--- config.mk ---
export PLATFORM = sky130hd
export DESIGN_NAME = tx_port_scheduler
export DESIGN_NICKNAME = d
export VERILOG_FILES = /design/src/rtl/tx_port_scheduler_pkg.sv /design/src/rtl/tx_port_scheduler_picker.sv /design/src/rtl/tx_port_scheduler.sv
export SDC_FILE = /design/constraint.sdc
export NUM_CORES = 1
export LEC_CHECK = 0
export CAP_MARGIN = 30
export CORE_MARGIN = 4
export CORE_UTILIZATION = 34
export CTS_BUF_LIST = sky130_fd_sc_hd__clkbuf_2 sky130_fd_sc_hd__clkbuf_4 sky130_fd_sc_hd__clkbuf_8
export CTS_CLUSTER_DIAMETER = 200
export DETAILED_ROUTE_END_ITERATION = 10
export GPL_TIMING_DRIVEN = 0
export PLACE_DENSITY = 0.95
export SLEW_MARGIN = 5
export SYNTH_ARGS = -nofsm -noshare
export SYNTH_HDL_FRONTEND = slang
export SYNTH_HIERARCHICAL = 1
export SYNTH_SLANG_ARGS = --single-unit
--- constraint.sdc ---
create_clock -name clk -period 4.3 [get_ports clk]
set_input_delay 0.86 -clock clk [delete_from_list [all_inputs] [get_ports clk]]
set_output_delay 0.86 -clock clk [all_outputs]
set_load 0.02 [all_outputs]
--- src/rtl/tx_port_scheduler_pkg.sv ---
// Shared types for the transmit-port scheduler: flit payload,
// port owner encoding and scheduler state.
package tx_port_scheduler_pkg;

   typedef logic [15:0] flit_t;

   typedef enum logic [1:0] {
      OWNER_NONE = 2'd0,
      OWNER_ACK  = 2'd1,
      OWNER_RETX = 2'd2,
      OWNER_NEW  = 2'd3
   } owner_t;

   typedef enum logic {
      TX_IDLE   = 1'b0,
      TX_LOCKED = 1'b1
   } tx_sched_state_t;

endpackage

--- src/rtl/tx_port_scheduler_picker.sv ---
// Combinational winner selection: ack > retx > new, with new
// forced ahead of everything once the starvation guard trips.
import tx_port_scheduler_pkg::*;

module tx_priority_picker (
   input  logic   ack_valid,
   input  logic   retx_valid,
   input  logic   new_valid,
   input  logic   starve_hit,
   output owner_t winner,
   output logic   forced
);

   always_comb begin
      winner = OWNER_NONE;
      forced = new_valid && starve_hit;
      unique case (1'b1)
         forced:
            winner = OWNER_NEW;
         ack_valid && !forced:
            winner = OWNER_ACK;
         retx_valid && !ack_valid && !forced:
            winner = OWNER_RETX;
         new_valid && !retx_valid && !ack_valid && !forced:
            winner = OWNER_NEW;
         default:
            winner = OWNER_NONE;
      endcase
   end

endmodule

--- src/rtl/tx_port_scheduler.sv ---
// Arbitrates the single transmit port among ack, retransmit and new
// packet sources; a grant holds the port until the last flit goes out.
import tx_port_scheduler_pkg::*;

module tx_port_scheduler #(
   parameter int STARVE_LIMIT = 4
) (
   input  logic   clk,
   input  logic   rst_n,
   input  logic   ack_valid_i,
   input  flit_t  ack_flit_i,
   input  logic   ack_last_i,
   output logic   ack_ready_o,
   input  logic   retx_valid_i,
   input  flit_t  retx_flit_i,
   input  logic   retx_last_i,
   output logic   retx_ready_o,
   input  logic   new_valid_i,
   input  flit_t  new_flit_i,
   input  logic   new_last_i,
   output logic   new_ready_o,
   output logic   tx_valid_o,
   output flit_t  tx_flit_o,
   output logic   tx_last_o,
   input  logic   tx_ready_i,
   output owner_t owner_o,
   output logic   starve_force_o
);

   localparam int CW = $clog2(STARVE_LIMIT + 1);
   localparam logic [CW-1:0] LIMIT = CW'(STARVE_LIMIT);

   tx_sched_state_t state;
   owner_t          owner;
   logic [CW-1:0]   starve_cnt;
   logic            force_q;

   owner_t winner;
   logic   forced;
   logic   any_valid;
   logic   accept;

   tx_priority_picker u_picker (
      .ack_valid  (ack_valid_i),
      .retx_valid (retx_valid_i),
      .new_valid  (new_valid_i),
      .starve_hit (starve_cnt == LIMIT),
      .winner     (winner),
      .forced     (forced)
   );

   assign any_valid = ack_valid_i | retx_valid_i | new_valid_i;
   assign accept    = tx_valid_o && tx_ready_i;

   always_comb begin
      tx_valid_o   = 1'b0;
      tx_flit_o    = '0;
      tx_last_o    = 1'b0;
      ack_ready_o  = 1'b0;
      retx_ready_o = 1'b0;
      new_ready_o  = 1'b0;
      if (state == TX_LOCKED) begin
         unique case (owner)
            OWNER_ACK: begin
               tx_valid_o  = ack_valid_i;
               tx_flit_o   = ack_flit_i;
               tx_last_o   = ack_last_i;
               ack_ready_o = tx_ready_i;
            end
            OWNER_RETX: begin
               tx_valid_o   = retx_valid_i;
               tx_flit_o    = retx_flit_i;
               tx_last_o    = retx_last_i;
               retx_ready_o = tx_ready_i;
            end
            OWNER_NEW: begin
               tx_valid_o  = new_valid_i;
               tx_flit_o   = new_flit_i;
               tx_last_o   = new_last_i;
               new_ready_o = tx_ready_i;
            end
            default: ;
         endcase
      end
   end

   always_ff @(posedge clk) begin
      if (!rst_n) begin
         state      <= TX_IDLE;
         owner      <= OWNER_NONE;
         starve_cnt <= '0;
         force_q    <= 1'b0;
      end else begin
         force_q <= 1'b0;
         unique case (state)
            TX_IDLE: begin
               if (any_valid) begin
                  state   <= TX_LOCKED;
                  owner   <= winner;
                  force_q <= forced;
                  // Only higher-priority wins over a waiting new source count.
                  if (winner == OWNER_NEW)
                     starve_cnt <= '0;
                  else if (new_valid_i && starve_cnt != LIMIT)
                     starve_cnt <= starve_cnt + 1'b1;
               end
            end
            TX_LOCKED: begin
               if (accept && tx_last_o) begin
                  state <= TX_IDLE;
                  owner <= OWNER_NONE;
               end
            end
            default: begin
               state <= TX_IDLE;
               owner <= OWNER_NONE;
            end
         endcase
      end
   end

   assign owner_o        = owner;
   assign starve_force_o = force_q;

endmodule

Word-level counts from Yosys, hierarchy flattened. Index checks and enable logic that the tools add are counted.

Register bits: 7. Input port bits: 57. Output and inout port bits: 24.

Add/sub/neg operators: 1. Eq/ne operators: 8. Multiplexer cells: 21. Bitwise logic cells: 5. Reduce and logical (&&, ||, !) cells: 18.

Operator list (number): 16-bit case mux with 3 select lines (1); 16-bit 2-to-1 mux (1); 1-bit logical AND (10); 1-bit 2-to-1 mux (10); 2-bit equality test, second input constant (3); 3-bit 2-to-1 mux (2); 1-bit case mux with 3 select lines (2); 2-bit case mux with 3 select lines (1); 2-bit 2-to-1 mux (2); 2-bit case mux with 2 select lines (1); 3-bit by 1-bit adder with 3-bit output, second input constant (1); 3-bit equality test, second input constant (1); 1-bit zero test (3); 3-bit != test, second input constant (1); 1-bit inverter (3); 3-bit AND reduction (1); 3-bit OR reduction (1); 2-bit by 1-bit equality test with 1-bit output, second input constant (1); 2-bit by 1-bit != test with 1-bit output, second input constant (1); 2-bit != test, second input constant (1); 1-bit OR (2); 1-bit case mux with 2 select lines (1); 2-bit AND reduction (1); 2-bit nonzero test (1); 2-bit OR reduction (1).

Depth between registers and ports, before layout. Gate-level depths: netlist (run 1).

Depth in word-level cells: 9. Gate-level depth with buffers: 10.

Modules after synthesis. Netlist (run 1), hierarchy kept.

Modules (own cells, without submodules): tx_port_scheduler (times used 1, cells an instance 111, area each 852.1 um^2); tx_priority_picker (times used 1, cells an instance 6, area each 38.8 um^2).

Worst setup path after synthesis (run 1). Ideal clock, no wire load.

Kind: register to output. Start: register owner[1], in the netlist owner_o[1]. End: output tx_flit_o[10]. Arrival time: 1.466 ns. Setup slack: 1.974 ns. Cell stages (with the launch flop): 8. Cell sequence: dfxtp_1 > buf_4 > buf_6 > inv_1 > nor2_4 > buf_6 > a22oi_1 > nor2_1.

Word-level cells in the longest chain between the ends: 3.

RTL lines: start: declaration (line tx_port_scheduler.sv:34) `owner_t owner;`; start signal: assignment (line tx_port_scheduler.sv:99) `owner <= winner;`; 2-bit equality test or 2-bit by 1-bit equality test with 1-bit output (tied branches) (line tx_port_scheduler.sv:63) `unique case (owner)`; 16-bit case mux with 3 select lines * (line tx_port_scheduler.sv:63); 16-bit 2-to-1 mux * (line tx_port_scheduler.sv:62) `if (state == TX_LOCKED) begin`; end: declaration (line tx_port_scheduler.sv:23) `output flit_t tx_flit_o,`.

Mark *: on every way between the ends. The rest lies on a longest branch, timed or not.

Worst setup path after layout (run 1).
Start: input new_valid_i. End: output tx_valid_o.

Word-level cells in the longest chain between the ends: 2.

RTL lines: start: declaration (line tx_port_scheduler.sv:18) `input logic new_valid_i,`; 1-bit case mux with 3 select lines (line tx_port_scheduler.sv:63); 1-bit 2-to-1 mux (line tx_port_scheduler.sv:62); end: declaration (line tx_port_scheduler.sv:22) `output logic tx_valid_o,`.

No other way between the ends.

==> impl_table.tex, run 1 <==
\begin{tabular}{lr}
\hline
Metric & Value \\
\hline
\multicolumn{2}{l}{\textbf{Synthesis}} \\
Mapped Nets & 176 \\
Synth top area cells & mux2\_2 (20\%), dfxtp\_1 (16\%), a22oi\_1 (13\%), nor2\_1 (8.4\%), o21ai\_2 (2.9\%) \\
Synth area leader & mux2\_2 \\
Fraction of the yosys area taken by sequential cells & between 10\% and 20\% \\
Flop and latch count out of synthesis & 7 \\
Top\_reg\_cell synth & dfxtp\_1 \\
Ys Warns & 6 \\
EDFF count, synth & 0 \\
Fraction of post-synthesis cell area in the top cell type by area & 20.2\% \\
Ys async rst share & 0\% \\
Number of library cell types mapped by synthesis & 31 \\
Number of standard cells after synthesis & 117 \\
Post-synth design cell area & 891 um2 \\
Syn avg cell area & between 7 and 8 um2 \\
\multicolumn{2}{l}{\textbf{Drt}} \\
Final WL & roughly 3.5 mm \\
Via count of the routed design & 1246 \\
DRC & 0 \\
DR WL/cell & between 15 and 20 um \\
Detail-routed via count per cell & 5.42 \\
DRT Pass-1 Iters & 4 \\
Number of violations reported at the end of detailed-routing iteration 0 & 34 \\
ANT nets after route & 0 \\
\multicolumn{2}{l}{\textbf{Global route}} \\
First-pass GRT wire length & around 5.4 mm \\
Largest net degree at the start of global routing & 11 \\
Global-route congestion overflow total & 0 \\
Number of global-route vias before repair & 1239 \\
Antenna violations before repair & 0 \\
Total track usage & between 15 and 20\% \\
\multicolumn{2}{l}{\textbf{Pwr}} \\
Worst IR Drop VDD & approximately 0.17 mV \\
Power density over the cells & 207 nW/um2 \\
Leakage power & 0.000677 uW \\
\multicolumn{2}{l}{\textbf{Final layout}} \\
Most frequent cells in the layout & clkdlybuf4s50\_1 (79), nor2\_1 (20), mux2\_2 (16), a22oi\_1 (16), dfxtp\_1 (7) \\
Count of antenna diodes in the layout & 0 \\
Final layout net count & 260 \\
Area added between synthesis and finish & 96.3\% \\
Layout cell share with drive strength beyond 1 & 17.0\% \\
Most common cell after layout, fill and taps aside & clkdlybuf4s50\_1 \\
Filler instances & 186 \\
\multicolumn{2}{l}{\textbf{STA}} \\
Unrepaired setup endpoints after global routing & no \\
Final-layout setup total negative slack & 0 ps \\
Worst slew margin & 73.8\% \\
Slew Limit Fails & 0 \\
Count of endpoints failing setup in the final report & 0 \\
Final critical path time including I/O delays and setup & $\sim$3300 ps \\
Final Hold Viols & 0 \\
Max Clk Rate & approximately 300 MHz \\
Final setup slack of the worst path & 990 ps \\
Worst-margin pin slew & 387 ps \\
Worst hold margin & 509 ps \\
Final period util & 77.0\% \\
Worst clock skew & 10.1 ps \\
\multicolumn{2}{l}{\textbf{Setup path}} \\
Crit. End Element & primary output \\
Data required time at the worst endpoint & 3440 ps \\
Cell family with the largest share of critical-path delay & buffers and inverters \\
Top cell by count, worst path & clkdlybuf4s50\_1 \\
Critical Path, Cell by Cell & clkdlybuf4s50\_1 > mux2i\_1 > nand2\_1 > and3\_1 > clkdlybuf4s50\_1 \\
WP depth & 5 \\
Slowest stage cell on the critical path & clkdlybuf4s50\_1 \\
Combined buffer and inverter count along the critical path & 2 \\
Critical Path Max Stage Delay & between 600 and 700 ps \\
Depth of the worst register-to-register path & 10 \\
Kind of start point of the critical path & input port \\
Startpoint of the worst setup timing path & new\_valid\_i \\
Reg-to-reg startpoint & starve\_cnt[0] \\
Top fanout value on the critical path & 9 \\
Arrival time of data at the critical path endpoint & between 2000 and 2500 ps \\
Class of the most critical setup path & in2out \\
\multicolumn{2}{l}{\textbf{Floorplanning}} \\
Placeable core region & 2480 um2 \\
Number of primary I/O pins & 81 \\
Die ar. & 3500 um2 \\
Floorplan die width & between 50 and 60 um \\
Initial core utilization & between 30\% and 40\% \\
Chip height & 59.2 um \\
Site Rows & 18 \\
\multicolumn{2}{l}{\textbf{Status}} \\
Status & completed \\
\multicolumn{2}{l}{\textbf{Clocking}} \\
Post-CTS setup buffer count & 0 \\
Post-CTS Hold Buffers & 0 \\
TritonCTS clock tree & done \\
Number of resized instances in the post-cts repair step & 0 \\
Clock latency on the worst-skew pair & 260 ps \\
Clock edge transition at the registers on the reported setup and hold paths & 40 ps \\
Maximum clock path buffer count & 2 \\
H-tree lvl count & 1 \\
Root Buffer & clkbuf\_4 \\
Number of buffers inserted during clock tree synthesis & 3 \\
Number of sinks handled by clock tree synthesis & 7 \\
\multicolumn{2}{l}{\textbf{Place}} \\
Detailed-placement wirelength estimate & 2.98 mm \\
Worst setup slack before clock tree synthesis & 998 ps \\
Placer's final routability congestion estimate & 0.752 \\
Total of buffers placed on input and output ports & 79 \\
\multicolumn{2}{l}{\textbf{Run}} \\
Count of max-cap constraint violations & 0 \\
\multicolumn{2}{l}{\textbf{Min path}} \\
Start point of the worst min-delay path & starve\_cnt[0] \\
Tightest Hold Check Type & reg2reg \\
Worst hold stages & 2 \\
\hline
\end{tabular}
==> flip-flops by register name, summed over array words and instances, names as in the netlist <==
name and count:
owner_o 2, starve_cnt 3, starve_force_o 1, state 1
==> worst paths after layout <==
path / to / slack, ps
hold / removal: starve_cnt[0] / 510
setup / recovery: tx_valid_o / 990
setup reg to reg: starve_cnt[1] / 2300
hold reg to reg: starve_cnt[0] / 510
==> metrics by stage <==
step / cells / util (%) / power, uW / cell area [um2]
final: 230 / 70.6 / 362 / 1750
after CTS: 230 / 70.6 / 364 / 1750
after global placement: 226 / 69.4 / 288 / 1720
after detailed placement: 226 / 69.4 / 296 / 1720
after floorplan: 117 / - / 191 / 891
after global routing: 230 / 70.6 / 384 / 1750
==> synthesized netlist by cell type (2+ instances only) <==
cell	instances
o21ai_2	3
mux2_2	16
buf_6	2
a21o_1	2
a21oi_1	2
nor2_1	20
nand2_1	6
ha_1	2
clkbuf_1	2
dfxtp_1	7
o21ai_0	3
a22oi_1	16
inv_1	6
mux2i_1	2
a21boi_0	2
buf_2	3
nand3_1	5
nand2b_1	2
and3_1	3
and2_1	2
==> final cells by class <==
type,instances,area [um2],share of cell area [%]
Timing Repair Buffer,79,791,45.2
Multi-Input combinational cell,95,672,38.4
Sequential cell,7,140,8.01
Buffer,8,52.6,3.00
Tap cell,30,37.5,2.15
Clock buffer,4,30.0,1.72
Inverter,7,26.3,1.50
==> tightest hold or removal path, cell delays in order (launching register included) <==
cell      delay, ps
dfxtp_1         320
o21ai_0          70
a21boi_0         70
==> power breakdown <==
group          switching (uW)  leakage [uW]  total (uW)  internal (uW)
clock network            25.6     0.0000184        67.3           41.8
registers                7.38     0.0000574        77.7           70.3
logic                    97.5      0.000601         217            120
total                     130      0.000677         362            232
==> logic make-up (layout without fill, tap and decap cells) <==
| family | count (synthesis) | count (layout) | synth area share (%) |
|---|---|---|---|
| buf+inv | 15 | 98 | 8.85 |
| simple gates | 43 | 43 | 23.5 |
| compound gates | 32 | 32 | 26.7 |
| flops | 7 | 7 | 15.7 |
| mux | 18 | 18 | 22.5 |
| fa+ha+maj | 2 | 2 | 2.81 |
==> metal layers <==
metal	up-vias	GRT usage (%)	wire length (um)
met1	580	19.4	1230
met4	0	10.4	152
li1	593	-	-
met5	-	0	0
met2	57	35.3	1870
met3	16	7.19	277
Power figures use the tool's default switching activity.
==> run 2: changes to the inputs <==
--- a/config.mk
+++ b/config.mk
@@ -7,12 +7,12 @@
 export LEC_CHECK = 0
 export CAP_MARGIN = 30
 export CORE_MARGIN = 4
-export CORE_UTILIZATION = 34
+export CORE_UTILIZATION = 29
 export CTS_BUF_LIST = sky130_fd_sc_hd__clkbuf_2 sky130_fd_sc_hd__clkbuf_4 sky130_fd_sc_hd__clkbuf_8
 export CTS_CLUSTER_DIAMETER = 200
 export DETAILED_ROUTE_END_ITERATION = 10
 export GPL_TIMING_DRIVEN = 0
-export PLACE_DENSITY = 0.95
+export PLACE_DENSITY = 0.86
 export SLEW_MARGIN = 5
 export SYNTH_ARGS = -nofsm -noshare
 export SYNTH_HDL_FRONTEND = slang
==> constraint.sdc (replaced) <==
create_clock -name clk -period 2.8 [get_ports clk]
set_input_delay 0.56 -clock clk [delete_from_list [all_inputs] [get_ports clk]]
set_output_delay 0.56 -clock clk [all_outputs]
set_load 0.02 [all_outputs]
==> run 2 against run 1 <==
  * Global-route usage is 4.3 points lower
  * Design area increased by 1.6%
  * First-iteration DRC count is 41% higher
  * Critical path depth unchanged
  * Final cell count is 0.43% higher
  * Largest cell class unchanged
==> impl_table.tex, run 2 (synthesis results as in run 1) <==
\begin{tabular}{lr}
\hline
Metric & Value \\
\hline
\multicolumn{2}{l}{\textbf{Setup path}} \\
Startpoint of the worst setup timing path & ack\_valid\_i \\
Worst reg2reg setup slack & 810 ps (-1490 ps) \\
Class of the most critical setup path & in2out \\
Top fanout value on the critical path & 5 (-4) \\
Critical Path Max Stage Delay & 610 ps (about the same) \\
Slowest stage cell on the critical path & clkdlybuf4s50\_1 \\
Top cell by count, worst path & clkdlybuf4s50\_1 \\
Reg-to-reg startpoint & starve\_cnt[0] \\
Data required time at the worst endpoint & 2240 ps (-1200 ps) \\
Critical Path, Cell by Cell & clkdlybuf4s50\_1 > mux2i\_1 > nand2\_1 > and3\_1 > clkdlybuf4s50\_1 \\
Crit. End Element & primary output \\
Cell family with the largest share of critical-path delay & buffers and inverters \\
Combined buffer and inverter count along the critical path & 2 (unchanged) \\
Arrival time of data at the critical path endpoint & 2080 ps (-370 ps) \\
Kind of start point of the critical path & input port \\
\multicolumn{2}{l}{\textbf{Global route}} \\
Total track usage & 15.4\% (-4.3 points) \\
Global-route congestion overflow total & 0 (unchanged) \\
Antenna violations before repair & 0 (unchanged) \\
Number of global-route vias before repair & 1107 (-11\%) \\
First-pass GRT wire length & 5.02 mm (-6.3\%) \\
Largest net degree at the start of global routing & 11 (unchanged) \\
\multicolumn{2}{l}{\textbf{Final layout}} \\
Layout cell share with drive strength beyond 1 & 17.0\% (unchanged) \\
Final layout net count & 260 (unchanged) \\
Filler instances & 256 (+38\%) \\
Flip-flop count of the largest register, all copies and words added & 3 (unchanged) \\
Multi-input gate area in the final layout & 672 um2 (unchanged) \\
Most flops, register & starve\_cnt \\
Count of antenna diodes in the layout & 0 (unchanged) \\
Area added between synthesis and finish & 99.6\% \\
Most frequent cells in the layout & clkdlybuf4s50\_1 (68), nor2\_1 (20), mux2\_2 (16), a22oi\_1 (16), dlymetal6s2s\_1 (11) \\
Register area & 140 um2 (unchanged) \\
Most common cell after layout, fill and taps aside & clkdlybuf4s50\_1 \\
\multicolumn{2}{l}{\textbf{Pwr}} \\
Total chip power & 545 uW (+51\%) \\
Power density over the cells & 307 nW/um2 (+48\%) \\
Net switching component of the power & 192 uW (+47\%) \\
Reg power frac & 21.8\% (+0.4 points) \\
Worst IR Drop VDD & 0.131 mV (-23\%) \\
Relative contribution of combinational cells to total power & 59.9\% (about the same) \\
Pint & 353 uW (+52\%) \\
Clock network fraction of total power & 18.3\% (-0.3 points) \\
Proportion of total power due to net switching & 35.2\% (-0.76 points) \\
Leakage power & 0.000863 uW (+27\%) \\
\multicolumn{2}{l}{\textbf{Floorplanning}} \\
Site Rows & 19 (+1) \\
Placeable core region & 2850 um2 (+15\%) \\
Initial core utilization & 31.2\% (-4.7 points) \\
Floorplan die width & 63.4 um (+7.2\%) \\
Chip height & 63.4 um (+7.2\%) \\
Number of primary I/O pins & 81 (unchanged) \\
Die ar. & 4020 um2 (+15\%) \\
\multicolumn{2}{l}{\textbf{STA}} \\
Unrepaired setup endpoints after global routing & no \\
Final Hold Viols & 0 (unchanged) \\
Final-layout setup total negative slack & 0 ps (unchanged) \\
Slew Limit Fails & 0 (unchanged) \\
Final period util & 94.4\% \\
Worst slew margin & 71.9\% (-1.9 points) \\
Max Clk Rate & 378 MHz \\
Count of endpoints failing setup in the final report & 0 (unchanged) \\
Worst clock skew & 0.297 ps (-9.80 ps) \\
Final critical path time including I/O delays and setup & 2640 ps \\
Worst-margin pin slew & 421 ps (+34.1 ps) \\
\multicolumn{2}{l}{\textbf{Clocking}} \\
Maximum clock path buffer count & 2 (unchanged) \\
Clock latency on the worst-skew pair & 250 ps (about the same) \\
Clock edge transition at the registers on the reported setup and hold paths & 50 ps (about the same) \\
Post-CTS Hold Buffers & 0 (unchanged) \\
Root Buffer & clkbuf\_4 \\
TritonCTS clock tree & done \\
Number of buffers inserted during clock tree synthesis & 3 (unchanged) \\
Number of sinks handled by clock tree synthesis & 7 (unchanged) \\
H-tree lvl count & 1 (unchanged) \\
\multicolumn{2}{l}{\textbf{Drt}} \\
ANT nets after route & 0 (unchanged) \\
DR WL/cell & 13.8 um (-9.8\%) \\
Number of violations reported at the end of detailed-routing iteration 0 & 48 (+41\%) \\
DRC & 0 (unchanged) \\
Detail-routed via count per cell & 5.09 (-6.0\%) \\
Via count of the routed design & 1176 (-5.6\%) \\
Final WL & 3.20 mm (-9.4\%) \\
DRT Pass-1 Iters & 4 (unchanged) \\
\multicolumn{2}{l}{\textbf{Min path}} \\
Start point of the worst min-delay path & starve\_cnt[1] \\
Tightest Hold Check Type & reg2reg \\
\multicolumn{2}{l}{\textbf{Status}} \\
Status & completed \\
\multicolumn{2}{l}{\textbf{Place}} \\
Total of buffers placed on input and output ports & 79 (unchanged) \\
Placer's final routability congestion estimate & 0.783 (+4.1\%) \\
Detailed-placement wirelength estimate & 2.60 mm (-13\%) \\
\multicolumn{2}{l}{\textbf{Run}} \\
Count of max-cap constraint violations & 0 (unchanged) \\
\hline
\end{tabular}
[run 2: changes by cell type in the layout (fill, tap and decap cells not counted), sizes merged]
cell,delta
clkdlybuf4s50,-11
dlymetal6s2s,+11
[run 2: worst register-to-register path, delay by kind of cell, from the launching register on]
| kind | cells | cell delay (ps) |
|---|---|---|
| buf+inv | 2 | 120 |
| flops | 1 | 340 |
| compound gates | 2 | 360 |
| simple gates | 5 | 890 |
| fa+ha+maj | 1 | 200 |
[run 2: path summary, 6_finish.rpt]
path,depth (start not counted),endpoint
min reg2reg,2,starve_cnt[1]
max reg2reg,10,starve_cnt[1]
max,5,tx_valid_o
min,2,starve_cnt[1]
[run 2: layer usage]
layer | wire, um | up-vias | GRT usage (%)
li1 | - | 591 | -
met1 | 1180 | 532 | 16.0
met2 | 1670 | 49 | 28.6
met3 | 295 | 4 | 6.04
met4 | 45 | 0 | 3.50
met5 | 0 | - | 0
[run 2: repair_timing]
action / in CTS / in global routing
resized for setup: 0 / 11
setup endpoints to repair: 0 / 11
setup buffers: 0 / 0
[run 2: stage by stage]
stage          instances  cell area, um2  worst slack [ps]  hold slack, ps  util (%)
3_5_place_dp         227            1720               113             491      60.3
6_report             231            1780               156             496      62.3
2_1_floorplan        117             891               774             457         -
4_1_cts              231            1750              79.7             502      61.4
5_1_grt              231            1780              36.1             533      62.3
3_3_place_gp         227            1720               110             480      60.3
[run 2: cell type report]
type,count,area share (%)
timing repair buffer,79,46.0
multi-input combinational,95,37.8
sequential,7,7.88
buffer,8,2.96
tap,31,2.18
clock buffer,4,1.69
inverter,7,1.48
[run 2: power groups by stage]
| stage | Sequential (uW) | Combinational (uW) | Clock (uW) |
|---|---|---|---|
| after global placement | 121 | 327 | 0 |
| after floorplan | 123 | 170 | 0 |
| after detailed placement | 121 | 331 | 0 |
| after CTS | 119 | 332 | 103 |
| final | 119 | 327 | 99.9 |
| after global routing | 121 | 353 | 111 |
==> RTL change, RTL diff (flow settings as in run 2) <==
Set the parameter `STARVE_LIMIT` to 8 (it was 4).
--- a/src/rtl/tx_port_scheduler.sv
+++ b/src/rtl/tx_port_scheduler.sv
@@ -3,7 +3,7 @@
 import tx_port_scheduler_pkg::*;
 
 module tx_port_scheduler #(
-   parameter int STARVE_LIMIT = 4
+   parameter int STARVE_LIMIT = 8
 ) (
    input  logic   clk,
    input  logic   rst_n,
Check against the original RTL: not equivalent (a bounded check fails within 10 cycles, from zero or initial values and one cycle with rst_n low).
==> RTL change against run 2 <==
  * Largest power group unchanged
  * Die area grew 4.0%
  * Area after synthesis is 4.6% higher
  * Worst setup slack worse by 0.0066 ns
  * Largest cell class unchanged
  * Wire length grew 20%
  * Sequential cell count rose by 1
  * Utilization is 3.1 points lower
  * Highest routed layer unchanged
  * Cell area increased by 1.8%
  * Power increased by 2.4%
  * Clock skew increased by 0.0011 ns
  * Via count rose by 7.4%
==> RTL change: results (changes against run 2) <==
GRT Util Overall -> 17.6% (was 15.4%)
Main area contributors after synthesis -> mux2_2 (19%), dfxtp_1 (17%), a22oi_1 (13%) (was mux2_2 (20%), dfxtp_1 (16%), a22oi_1 (13%))
Min Hold Slack -> 0.508 ns (was 0.496 ns)
Largest net degree at the start of global routing -> 20 (was 11)
GRT met1 Usage -> 20.4% (was 16.0%)
WL met2 -> 1.94 mm (was 1.67 mm)
Met3 Use GR -> 5.72% (was 6.04%)
Post-synthesis average cell area -> 7.46 µm² (was 7.61 µm²)
Global-route wire length before repair -> 5.87 mm (was 5.02 mm)
Detail Placement HPWL -> 3.18 mm (was 2.60 mm)
Compound-Gate Fraction of Synth Area -> 25.8% (was 26.7%)
Final #Nets -> 268 (was 260)
Combinational Power -> 340 µW (was 327 µW)
P_clk -> 85.6 µW (was 99.9 µW)
Initial DRC Count -> 50 (was 48)
Register area share after synthesis -> 17.2% (was 15.7%)
Vias in the first global route -> 1172 (was 1107)
Worst-margin pin slew -> 0.434 ns (was 0.421 ns)
Mux contribution to synthesized area -> 21.5% (was 22.5%)
Met2 Track Usage GR -> 32.2% (was 28.6%)
Top cells by count, synth -> nor2_1 (19), a22oi_1 (16), mux2_2 (16) (was nor2_1 (20), a22oi_1 (16), mux2_2 (16))
Clock Skews -> 0.00139 ns (was 0.000297 ns)
Leakage -> 0.000753 µW (was 0.000863 µW)
Metal-1 WL -> 1.56 mm (was 1.18 mm)
Outcome -> completed (unchanged)
Max reg flops -> 4 (was 3)
RePlAce Congestion -> 0.850 (was 0.783)
-- RTL change: changes by cell type after synthesis, moves of 3 or more --
cell / before / now
a21oi_1: 2 / 6
clkbuf_1: 2 / 5
o21ai_2: 3 / 0
o22ai_1: 0 / 3
or4_1: 0 / 3
-- RTL change: path summary, 6_finish.rpt --
kind                               from                          to  cells past startpoint
max             owner_o[0]$_SDFFE_PN0P_                tx_flit_o[5]                      7
min          starve_cnt[1]$_SDFFE_PN0P_  starve_cnt[1]$_SDFFE_PN0P_                      2
max reg2reg  starve_cnt[0]$_SDFFE_PN0P_  starve_cnt[3]$_SDFFE_PN0P_                     10
min reg2reg  starve_cnt[1]$_SDFFE_PN0P_  starve_cnt[1]$_SDFFE_PN0P_                      2
-- RTL change: cell type report --
class	instances	area, µm²
Tap cell	44	55.1
Inverter	8	30.0
Fill cell	294	1240
Clock buffer	3	22.5
Sequential cell	8	160
Timing Repair Buffer	80	793
Multi-Input combinational cell	100	697
Buffer	8	51.3
